### src/rtl/fmad_pkg.sv
// fmad_pkg: shared constants and state encoding for the fmad job sequencer
package fmad_pkg;
   localparam logic [31:0] CMD_FMA32 = 32'd1;
   localparam logic [31:0] CMD_DOT16 = 32'd13;
   localparam int FMAD_LAT = 2;
   typedef enum logic [1:0] {IDLE, CLR, RUN, DRAIN} state_t;
endpackage

### src/rtl/fmad_res_fifo.sv
// fmad_res_fifo: synchronous result FIFO with free-entry count
module fmad_res_fifo #(
   parameter int DEPTH = 4,
   parameter int W = 37
) (
   input  logic                     clk,
   input  logic                     reset,
   input  logic                     push,
   input  logic                     pop,
   input  logic [W-1:0]             din,
   output logic [W-1:0]             dout,
   output logic                     valid,
   output logic [$clog2(DEPTH):0]   free
);
   localparam int AW = $clog2(DEPTH);
   logic [W-1:0] mem [DEPTH];
   logic [AW:0] wp, rp;
   assign valid = wp != rp;
   assign dout = valid ? mem[rp[AW-1:0]] : '0;
   assign free = (AW+1)'(DEPTH) - (wp - rp);
   // storage array, written on push; a full FIFO may push while it pops
   always_ff @(posedge clk)
      if (push) mem[wp[AW-1:0]] <= din;
   // read/write pointers with an extra wrap bit to tell full from empty
   always_ff @(posedge clk)
      if (reset) begin
         wp <= '0;
         rp <= '0;
      end else begin
         if (push) wp <= wp + 1'b1;
         if (pop) rp <= rp + 1'b1;
      end
endmodule

### src/rtl/fmad_seq.sv
// fmad_seq: job sequencer driving operand beats and commands into fmad
module fmad_seq
   import fmad_pkg::*;
#(
   parameter int DEPTH = 4,
   parameter int LENW = 8
) (
   input  logic            clk,
   input  logic            reset,
   input  logic            cmd_valid,
   output logic            cmd_ready,
   input  logic            cmd_op,
   input  logic [LENW-1:0] cmd_len,
   input  logic            cmd_clr,
   input  logic            opd_valid,
   output logic            opd_ready,
   input  logic [31:0]     opd_x,
   input  logic [31:0]     opd_y,
   input  logic [31:0]     opd_z,
   input  logic [31:0]     opd_w,
   output logic [31:0]     fmad_x,
   output logic [31:0]     fmad_y,
   output logic [31:0]     fmad_z,
   output logic [31:0]     fmad_w,
   output logic            fmad_req,
   output logic [31:0]     fmad_cmd,
   output logic            fmad_reset,
   input  logic [31:0]     fmad_rslt,
   input  logic [4:0]      fmad_flag,
   output logic            res_valid,
   input  logic            res_ready,
   output logic [31:0]     res_data,
   output logic [4:0]      res_flag,
   output logic            dot_done,
   output logic            busy
);
   localparam int AW = $clog2(DEPTH);
   state_t state, state_nx;
   logic job_op, job_clr, drn, accept, last_beat;
   logic [LENW-1:0] cnt;
   logic [FMAD_LAT-1:0] inf_v, inf_f;
   logic [AW:0] free, fma_inf;
   assign cmd_ready = !reset && state == IDLE && (inf_v == '0 || (cmd_op == job_op && !cmd_clr));
   assign accept = cmd_valid & cmd_ready;
   assign opd_ready = state == RUN && (job_op || free > fma_inf);
   assign fmad_req = opd_valid & opd_ready;
   assign last_beat = fmad_req && cnt == '0;
   assign fmad_cmd = job_op ? CMD_DOT16 : CMD_FMA32;
   assign fmad_reset = reset | (state == CLR & job_clr);
   assign {fmad_x, fmad_y, fmad_z, fmad_w} = {opd_x, opd_y, opd_z, opd_w};
   assign dot_done = state == DRAIN && drn;
   assign busy = state != IDLE || inf_v != '0;
   // FMA32 beats still in the fmad pipeline, each needing a FIFO slot later
   always_comb begin
      fma_inf = '0;
      for (int i = 0; i < FMAD_LAT; i++) fma_inf = fma_inf + (AW+1)'(inf_f[i]);
   end
   // next-state logic
   always_comb begin
      state_nx = state;
      case (state)
         IDLE:    if (accept) state_nx = (cmd_op & cmd_clr) ? CLR : RUN;
         CLR:     state_nx = RUN;
         RUN:     if (last_beat) state_nx = job_op ? DRAIN : IDLE;
         DRAIN:   if (drn) state_nx = IDLE;
         default: state_nx = IDLE;
      endcase
   end
   // state register
   always_ff @(posedge clk)
      if (reset) state <= IDLE;
      else state <= state_nx;
   // job registers, beat counter, in-flight tracking and drain phase
   always_ff @(posedge clk)
      if (reset) begin
         job_op <= 1'b0;
         job_clr <= 1'b0;
         cnt <= '0;
         inf_v <= '0;
         inf_f <= '0;
         drn <= 1'b0;
      end else begin
         if (accept) begin
            job_op <= cmd_op;
            job_clr <= cmd_op & cmd_clr;
            cnt <= cmd_len;
         end else if (fmad_req) cnt <= cnt - 1'b1;
         inf_v <= {inf_v[FMAD_LAT-2:0], fmad_req};
         inf_f <= {inf_f[FMAD_LAT-2:0], fmad_req & ~job_op};
         drn <= state == DRAIN && !drn;
      end
   fmad_res_fifo #(.DEPTH(DEPTH), .W(37)) u_fifo (
      .clk   (clk),
      .reset (reset),
      .push  (inf_f[FMAD_LAT-1]),
      .pop   (res_valid & res_ready),
      .din   ({fmad_flag, fmad_rslt}),
      .dout  ({res_flag, res_data}),
      .valid (res_valid),
      .free  (free)
   );
endmodule

### config.mk
export PLATFORM = sky130hd
export DESIGN_NAME = fmad_seq
export DESIGN_NICKNAME = d
export VERILOG_FILES = /design/src/rtl/fmad_pkg.sv /design/src/rtl/fmad_res_fifo.sv /design/src/rtl/fmad_seq.sv
export SDC_FILE = /design/constraint.sdc
export NUM_CORES = 1
export LEC_CHECK = 0
export BUFFER_PORTS_ARGS = -buffer_cell sky130_fd_sc_hd__clkbuf_2
export CAP_MARGIN = 20
export CORE_AREA = 2 2 150 152
export CTS_BUF_LIST = sky130_fd_sc_hd__clkbuf_4 sky130_fd_sc_hd__clkbuf_8
export CTS_CLUSTER_SIZE = 24
export DETAILED_ROUTE_END_ITERATION = 12
export DIE_AREA = 0 0 152 154
export PLACE_DENSITY = 0.7
export SLEW_MARGIN = 20
export SYNTH_ARGS = -nofsm -noshare
export SYNTH_HDL_FRONTEND = slang
export SYNTH_HIERARCHICAL = 1
export SYNTH_SLANG_ARGS = --single-unit
### constraint.sdc
create_clock -name clk -period 3.4 [get_ports clk]
set_input_delay 0.34 -clock clk [delete_from_list [all_inputs] [get_ports clk]]
set_output_delay 0.34 -clock clk [all_outputs]
set_load 0.005 [all_outputs]
# Word level (Yosys, flattened, before mapping)

Memory sizes are Yosys's and may differ from the RTL's. A register that Yosys moved wholly into a read port is not among the register bits.
Index checks and enable logic that the tools add are counted.

Multiply operators: 0
Div/mod/pow operators: 0
Shifts and indexed selects: 0
Equality and inequality tests: 8
$add $sub $neg: 6
$lt $le $gt $ge: 1
Reduce and logical (&&, ||, !) cells: 20
Bitwise logic cells: 8
Muxes and demuxes: 14

Operator list:

| kind                | count |
|---|---|
| $mux 37             | 1 |
| $mux 8              | 2 |
| $mux 2              | 7 |
| $logic_not 8->1     | 1 |
| $pmux 2 s4          | 1 |
| $sub 8x1->8 const B | 1 |
| $logic_and 1x1->1   | 7 |
| $add 3x1->3 const B | 2 |
| $and 1x1->1         | 6 |
| $ne 2x2->1 const B  | 3 |
| $reduce_bool 2->1   | 3 |
| $eq 2x2->1 const B  | 2 |
| $logic_not 2->1     | 2 |
| $mux 4              | 1 |
| $gt 3x3->1          | 1 |
| $logic_not 1->1     | 3 |
| $logic_or 1x1->1    | 3 |
| $ne 3x3->1          | 1 |
| $reduce_and 3->1    | 1 |
| $sub 3x3->3         | 1 |
| $sub 3x3->3 const A | 1 |
| $add 1x1->2         | 1 |
| $eq 2x1->1 const B  | 1 |
| $mux 1              | 2 |
| other kinds (3)     | 3 |

Bits in writable memories: 148
Latch bits: 0
Input port bits: 180
Memories: 1
Logic and storage cells: 67
Memory bits (read-only): 0
Output and inout port bits: 204
Register bits after elaboration: 23

Memory list:

| name       | depth | bits a word | read ports | clocked after Yosys merged registers in | wr ports | RTL line            | text |
|---|---|---|---|---|---|---|---|
| u_fifo.mem | 4     | 37          | 1          | 1                                       | 1        | fmad_res_fifo.sv:16 | `logic [W-1:0] mem [DEPTH];` |

# Depth between registers and ports, before layout

Gate-level depths: netlist of the first run.

Depth after elaboration: 9
Depth in mapped cells: 11
Mapped depth without buffers: 11

# Cells and area by module

The synthesis of the first run kept the hierarchy.

By module, submodules not included:

| module        | times used | sequential area each (µm²) | cells an instance | area an instance (µm²) |
|---|---|---|---|---|
| fmad_res_fifo | 1          | 4604.4                     | 284               | 6124.6 |
| fmad_seq      | 1          | 340.3                      | 278               | 2144.6 |

# Least setup slack after synthesis of the first run

No wires, ideal clock.

Path type: register to register
Start: register u_fifo.wp[1]
End: register cnt[1]
Data arrival time: 2.409 ns
Library setup time: 0.117 ns
Clock period less this slack: 2.526 ns
Buffers on the path: 0
Path slack: 0.874 ns
Data required time: 3.283 ns
Cell stages (with the launch flop): 11
Cells stage by stage: dfxtp_1 > inv_1 > ha_1 > ha_1 > ha_1 > nor2b_1 > o211a_1 > o21ai_1 > inv_1 > mux2i_1 > a22o_1

Longest elaborated chain between the ends: 7

Ends and longest elaborated chain:

| element                            | RTL line            | text |
|---|---|---|
| start: declaration                 | fmad_res_fifo.sv:17 | `logic [AW:0] wp, rp;` |
| start signal: assignment           | fmad_res_fifo.sv:30 | `if (push) wp <= wp + 1'b1;` |
| $sub 3x3->3 (2 in a row)           | fmad_res_fifo.sv:20 | `assign free = (AW+1)'(DEPTH) - (wp - rp);` |
| via free[1]                        | fmad_seq.sv:42      | `logic [AW:0] free, fma_inf;` |
| $gt 3x3->1                         | fmad_seq.sv:45      | `assign opd_ready = state == RUN && (job_op \|\| free > fma_inf);` |
| $logic_or 1x1->1                   | fmad_seq.sv:45      |  |
| $logic_and 1x1->1                  | fmad_seq.sv:45      |  |
| $and 1x1->1                        | fmad_seq.sv:46      | `assign fmad_req = opd_valid & opd_ready;` |
| via fmad_req                       | fmad_seq.sv:25      | `output logic fmad_req,` |
| $reduce_bool 2->1 (no source line) | n/a                 |  |
| end signal: assignment             | fmad_seq.sv:86      | `cnt <= cmd_len;` |
| end signal: assignment             | fmad_seq.sv:87      | `end else if (fmad_req) cnt <= cnt - 1'b1;` |
| end: declaration                   | fmad_seq.sv:40      | `logic [LENW-1:0] cnt;` |

The timed path passes the listed nets, and every way through them passes these cells.
A chain may end at the register's enable or synchronous reset.

# Worst setup path after layout of the first run

Start: register u_fifo.wp[1]
End: output fmad_req

Longest elaborated chain between the ends: 6

Ends and longest elaborated chain:

| element                  | RTL line |
|---|---|
| $sub 3x3->3 (2 in a row) | fmad_res_fifo.sv:20 |
| via free[1]              | fmad_seq.sv:42 |
| $gt 3x3->1               | fmad_seq.sv:45 |
| $logic_or 1x1->1         | fmad_seq.sv:45 |
| $logic_and 1x1->1        | fmad_seq.sv:45 |
| $and 1x1->1              | fmad_seq.sv:46 |
| end: declaration         | fmad_seq.sv:25 |

The timed path passes the listed nets, and every way through them passes these cells.

==> results of run 1 <==
registers in the layout, indices dropped and copies added (netlist names), 2 cells and up, named ones only:
register / cells
u_fifo/mem: 148
u_fifo/rp: 3
inf_v: 2
inf_f: 2
state: 2
u_fifo/wp: 3
cnt: 8
per-layer routing:
metal	wire length [um]	share of wire	up-vias
li1	-	-	1800
met1	6760	0.28	2091
met2	10800	0.45	359
met3	5800	0.24	30
met4	342	0.014	2
met5	72	0.0030	-
final cells by class:
type | instances | area [um2]
repair buffers | 102 | 536
clock inverters | 14 | 134
multi-input cells | 220 | 2040
clock buffers | 18 | 241
fillers | 2011 | 13400
flip-flops and latches | 173 | 4950
well taps | 280 | 350
inverters | 14 | 52.6
kinds of logic after synthesis:
| family | synth area share |
|---|---|
| compound gates | 0.0657 |
| fa+ha+maj | 0.0182 |
| flops | 0.598 |
| mux | 0.104 |
| buf+inv | 0.170 |
| xor+xnor | 0.00741 |
| other cells | 0.000908 |
| simple gates | 0.0354 |
critical path, delay by kind of cell, from the launching register on:
family          cells  cell delay [ns]
flops               1             0.39
compound gates      2             0.55
buf+inv             3             0.37
simple gates        1             0.15
fa+ha+maj           3             0.94
worst paths after layout:
kind | cells after the start | slack [ns] | end
setup / recovery | 9 | 0.22 | fmad_req
hold / removal | 1 | 0.09 | u_fifo/mem[1][13]
setup reg to reg | 10 | 0.72 | cnt[1]
hold reg to reg | 1 | 0.47 | drn
metrics by stage:
stage / instances / area (um2)
6_report: 821 / 8300
5_1_grt: 821 / 8300
4_1_cts: 821 / 8300
3_5_place_dp: 789 / 7920
3_3_place_gp: 789 / 7920
2_1_floorplan: 590 / 8370
where the power goes:
group | internal [mW] | leakage [nW] | switching (mW)
logic | 0.214 | 1.22 | 0.237
registers | 2.34 | 1.54 | 0.0426
clock network | 0.601 | 0.189 | 0.767
total | 3.16 | 2.94 | 1.05
synthesized netlist by cell type (all sizes together), types with 2 or more instances:
| cell type | n |
|---|---|
| ha | 12 |
| and3 | 2 |
| clkbuf | 12 |
| xnor2 | 5 |
| nor2b | 3 |
| and2 | 8 |
| xor2 | 2 |
| a21boi | 37 |
| nand2 | 12 |
| o211ai | 4 |
| a21oi | 9 |
| dfxtp | 25 |
| a311oi | 2 |
| o21ai | 6 |
| mux2i | 3 |
| mux4 | 37 |
| edfxtp | 148 |
| buf | 171 |
| nor2 | 14 |
| a21o | 2 |
| nor3 | 3 |
| nand3b | 2 |
| a21bo | 2 |
| inv | 14 |
| or3 | 5 |
| nand3 | 3 |
| conb | 2 |
==> results.toml, run 1 <==
[sta]
slew_viol_final = 0
final.setup.worst_slack_ns = 0.222
maxSlewHeadroom = 0.248
tns_ns = 0
finalSetupViolations = 0
hold_viol = 0
fin_hold_ws_ns = 0.0882
timing.fmax_mhz = 315
period_minus_slack_ns = 3.18
finalCritPeriodShare = 0.935
skew_ns = 0.0233
worst_pin_slew_ns = 1.13
rsz0062_at_grt = "no"

[clocking]
cts_tree = "yes"
clk_pin_slew_ns = 0.10
cts_sinks = 173
clockBufferDepth = 2
clock_latency_ns = 0.47
root_buffer = "clkbuf_8"
cts-buffers-inserted = 17
cts_setup_buffers = 0
hold_buffers = 0
post_cts_resized = 0
htree_levels = 4

[floorplanning]
die-area_um2 = 23400
die_w_um = 152
ios = 384
rows = 54
die_h_um = 154
fp.coreArea_um2 = 21700
floorplan.initialDensity = 0.381

[setup_path]
cp-startpoint = "u_fifo/wp[1]"
crit_top_cell = "ha_1"
path_cells = "inv_1, ha_1, ha_1, ha_1, nor2b_1, o211a_1, o21ai_2, inv_1, clkbuf_2"
cpPeakStageDelay_ns = 0.39
worstPathRequired_ns = 3.06
cp-end-kind = "output port"
cp_data_arrival_time_ns = 2.84
critPathLaunchType = "flip-flop"
crit_fanout = 8
crit_path_top_delay_cell = "dfxtp_1"
timing.rr.start = "u_fifo/wp[1]"
crit_type = "reg -> out"

[drt]
vias_per_cell = 5.22
vias = 4282
routed_wl_mm = 23.8
drtAntennaViolNets = 0
wl_per_cell_um = 29.0
initialDrtViolationCount = 248
drc = 0
drt-pass1-iter-count = 4

[synth]
synth_edf_count = 148
synth_ff_type = "edfxtp_1"
synthDistinctLibCells = 50
avgSynthCellArea_um2 = 14.7
ys_warn_count = 6
syn-instance-count = 562
synth_async_sr_flop_share = 0
ys_top_cells_by_area = "edfxtp_1 54%, buf_4 15%, mux4_2 10%"
synth-seq-cells = 173
synth_top_cell_by_area = "edfxtp_1"
synth_top_area_frac = 0.537
netlist_area_um2 = 8270
synth-seq-area-share = 0.598

[global_route]
antenna_found_initial = 0
grtUsageMet2 = 0.301
grt_use_total = 0.199
use_met1 = 0.170
grt_first_pass_wirelength_mm = 32.7
grt_busiest_layer = "met2"
met3_usage = 0.233
grt.overflow.total = 0
grt_pass1_vias = 4369
grt_start_max_net_pins = 39

[placed_design]
numPortBuffers = 97
dp_hpwl_mm = 18.2
gp_congestion = 0.869
post-place-ws_ns = 0.557

[pwr]
p_per_area_nw_per_um2 = 506
irDropWorstVdd_mv = 0.321
p_leak_nw = 2.94
design_power_total_mw = 4.20

[cells_and_area]
drive_gt1_frac = 0.342
layout.nets = 720
syn2layout_area_growth_pct = 0.393
n_antenna_cell = 0
final_common_cell = "edfxtp_1"
layout_common_cells = "148 x edfxtp_1, 97 x clkbuf_2, 37 x mux4_2, 37 x a21boi_1, 30 x conb_1"
fin_util = 0.383

[hold_path]
worstHoldPathType = "in -> reg"
hp-start = "fmad_rslt[13]"

[flow_run]
max_cap_violations = 0

[outcome]
status = "completed"
No activity file was read; power rests on OpenSTA's default activity.
==> inputs of run 2 (changes only) <==
--- a/config.mk
+++ b/config.mk
@@ -16,5 +16,4 @@
 export SLEW_MARGIN = 20
 export SYNTH_ARGS = -nofsm -noshare
 export SYNTH_HDL_FRONTEND = slang
-export SYNTH_HIERARCHICAL = 1
 export SYNTH_SLANG_ARGS = --single-unit
==> results.toml, run 2 <==
[sta]
rsz0062_at_grt = "no"
worst_pin_slew_ns = 1.09
period_minus_slack_ns = 3.12
slew_viol_final = 0
finalCritPeriodShare = 0.919
finalSetupViolations = 0
tns_ns = 0
hold_viol = 0
fin_hold_ws_ns = 0.0971
timing.fmax_mhz = 320
skew_ns = 0.0149
maxSlewHeadroom = 0.275

[clocking]
clock_latency_ns = 0.46
htree_levels = 4
cts-buffers-inserted = 17
cts_sinks = 173
hold_buffers = 0
clockBufferDepth = 2
clk_pin_slew_ns = 0.10
root_buffer = "clkbuf_8"
cts_tree = "yes"

[hold_path]
worstHoldPathType = "in -> reg"
min_path_cells = 1

[floorplanning]
die_w_um = 152
ios = 384
rows = 54
fp.coreArea_um2 = 21700
die-area_um2 = 23400
floorplan.initialDensity = 0.376
die_h_um = 154

[synth]
syn-instance-count = 560
netlist_area_um2 = 8150
ys_top_cells_by_area = "edfxtp_1 55%, buf_4 15%, mux4_2 10%"
synth_async_sr_flop_share = 0
synth_top_cell_by_area = "edfxtp_1"
ys_warn_count = 0
synthDistinctLibCells = 45
synth_common_cells = "160 x buf_4, 148 x edfxtp_1, 42 x and2_1, 37 x mux4_2, 25 x dfxtp_1"
synth-seq-cells = 173
synth_ff_type = "edfxtp_1"
synth.most_common_cell = "buf_4"
synth-seq-area-share = 0.607
synth_edf_count = 148
synth_top_area_frac = 0.545
avgSynthCellArea_um2 = 14.5

[cells_and_area]
final_common_cell = "edfxtp_1"
largest_reg_flops = 148
layout.nets = 720
layout_common_cells = "148 x edfxtp_1, 97 x clkbuf_2, 38 x and2_1"
syn2layout_area_growth_pct = 1.66
n_antenna_cell = 0
drive_gt1_frac = 0.335
final_area_um2 = 8280
fin_util = 0.382

[global_route]
grt.overflow.total = 0
grt_start_max_net_pins = 42
antenna_found_initial = 0
grt_use_total = 0.189
grt_first_pass_wirelength_mm = 31.4
grt_pass1_vias = 4170

[drt]
vias = 4174
drc = 0
vias_per_cell = 5.08
wl_per_cell_um = 27.5
initialDrtViolationCount = 148
drtAntennaViolNets = 0
drt-pass1-iter-count = 4
routed_wl_mm = 22.5

[setup_path]
critPathLaunchType = "flip-flop"
worstPathRequired_ns = 3.06
cp_data_arrival_time_ns = 2.78
cp-end-kind = "output port"
crit_type = "reg -> out"
crit_fanout = 6
r2r_cells = 11

[outcome]
status = "completed"

[placed_design]
dp_hpwl_mm = 17.0
gp_congestion = 0.771
dpl-instance-area_um2 = 7850
numPortBuffers = 97

[pwr]
irDropWorstVdd_mv = 0.318
p_leak_nw = 2.93
p_per_area_nw_per_um2 = 515

[flow_run]
max_cap_violations = 0
## run 2: worst paths after layout
check             slack, ns                 to          start
setup reg to reg       0.65             cnt[2]   u_fifo.wp[1]
hold reg to reg        0.46                drn            drn
setup / recovery       0.28           fmad_req   u_fifo.wp[1]
hold / removal          0.1  u_fifo.mem[3][21]  fmad_rslt[21]
## run 2: routing by layer
metal  global-route usage  up-vias  routed length (um)
met1                0.171     2031                6880
met4               0.0374        0                 129
met5                    0        -                   0
met3                0.208       12                5130
met2                0.287      356               10400
li1                     -     1775                   -
## run 2: area by class of cell
type	count	area, um2
fill	1986	13400
sequential	173	4950
multi-input combinational	227	2010
timing repair buffer	99	513
tap	280	350
clock buffer	19	249
clock inverter	13	178
inverter	10	37.5
## run 2: logic make-up (layout without fill, tap and decap cells)
kind of cell,count (synthesis),in the layout,share of synthesized area
AOI/OAI and AO/OA,24,24,0.0203
xor gates and xnor gates,11,11,0.0127
adders and majority gates,12,12,0.0184
buffers and inverters,188,141,0.161
DFF,173,173,0.607
muxes,38,38,0.104
other,2,30,0.000922
and+or+nand+nor,112,112,0.0763
## run 2: per-stage QoR
step	worst slack, ns	total power [mW]	std cells
3_5_place_dp	0.500	2.77	789
6_report	0.275	4.27	821
4_1_cts	0.0485	4.30	821
3_3_place_gp	0.674	2.75	789
5_1_grt	0.0586	4.43	821
2_1_floorplan	0.845	2.77	588
## run 2: what timing repair did
action | 4_1_cts | 5_1_grt
hold endpoints to repair | 0 | 0
setup endpoints to repair | 0 | 1
gates resized for setup | 0 | 2
setup buffers | 0 | 0
## run 2: where the power goes
| group | switching (mW) | leakage, nW | internal [mW] |
|---|---|---|---|
| clock network | 0.784 | 0.216 | 0.764 |
| logic | 0.201 | 1.17 | 0.153 |
| registers | 0.0318 | 1.54 | 2.33 |
| total | 1.02 | 2.93 | 3.25 |
## run 2: critical path, cell delays in order, from the launching register on
cell	delay [ns]
dfxtp_1	0.39
inv_1	0.10
ha_1	0.30
ha_1	0.31
ha_1	0.30
nor2b_1	0.13
o21ai_1	0.28
nand3_2	0.19
nand2_2	0.13
inv_2	0.07
clkbuf_2	0.13
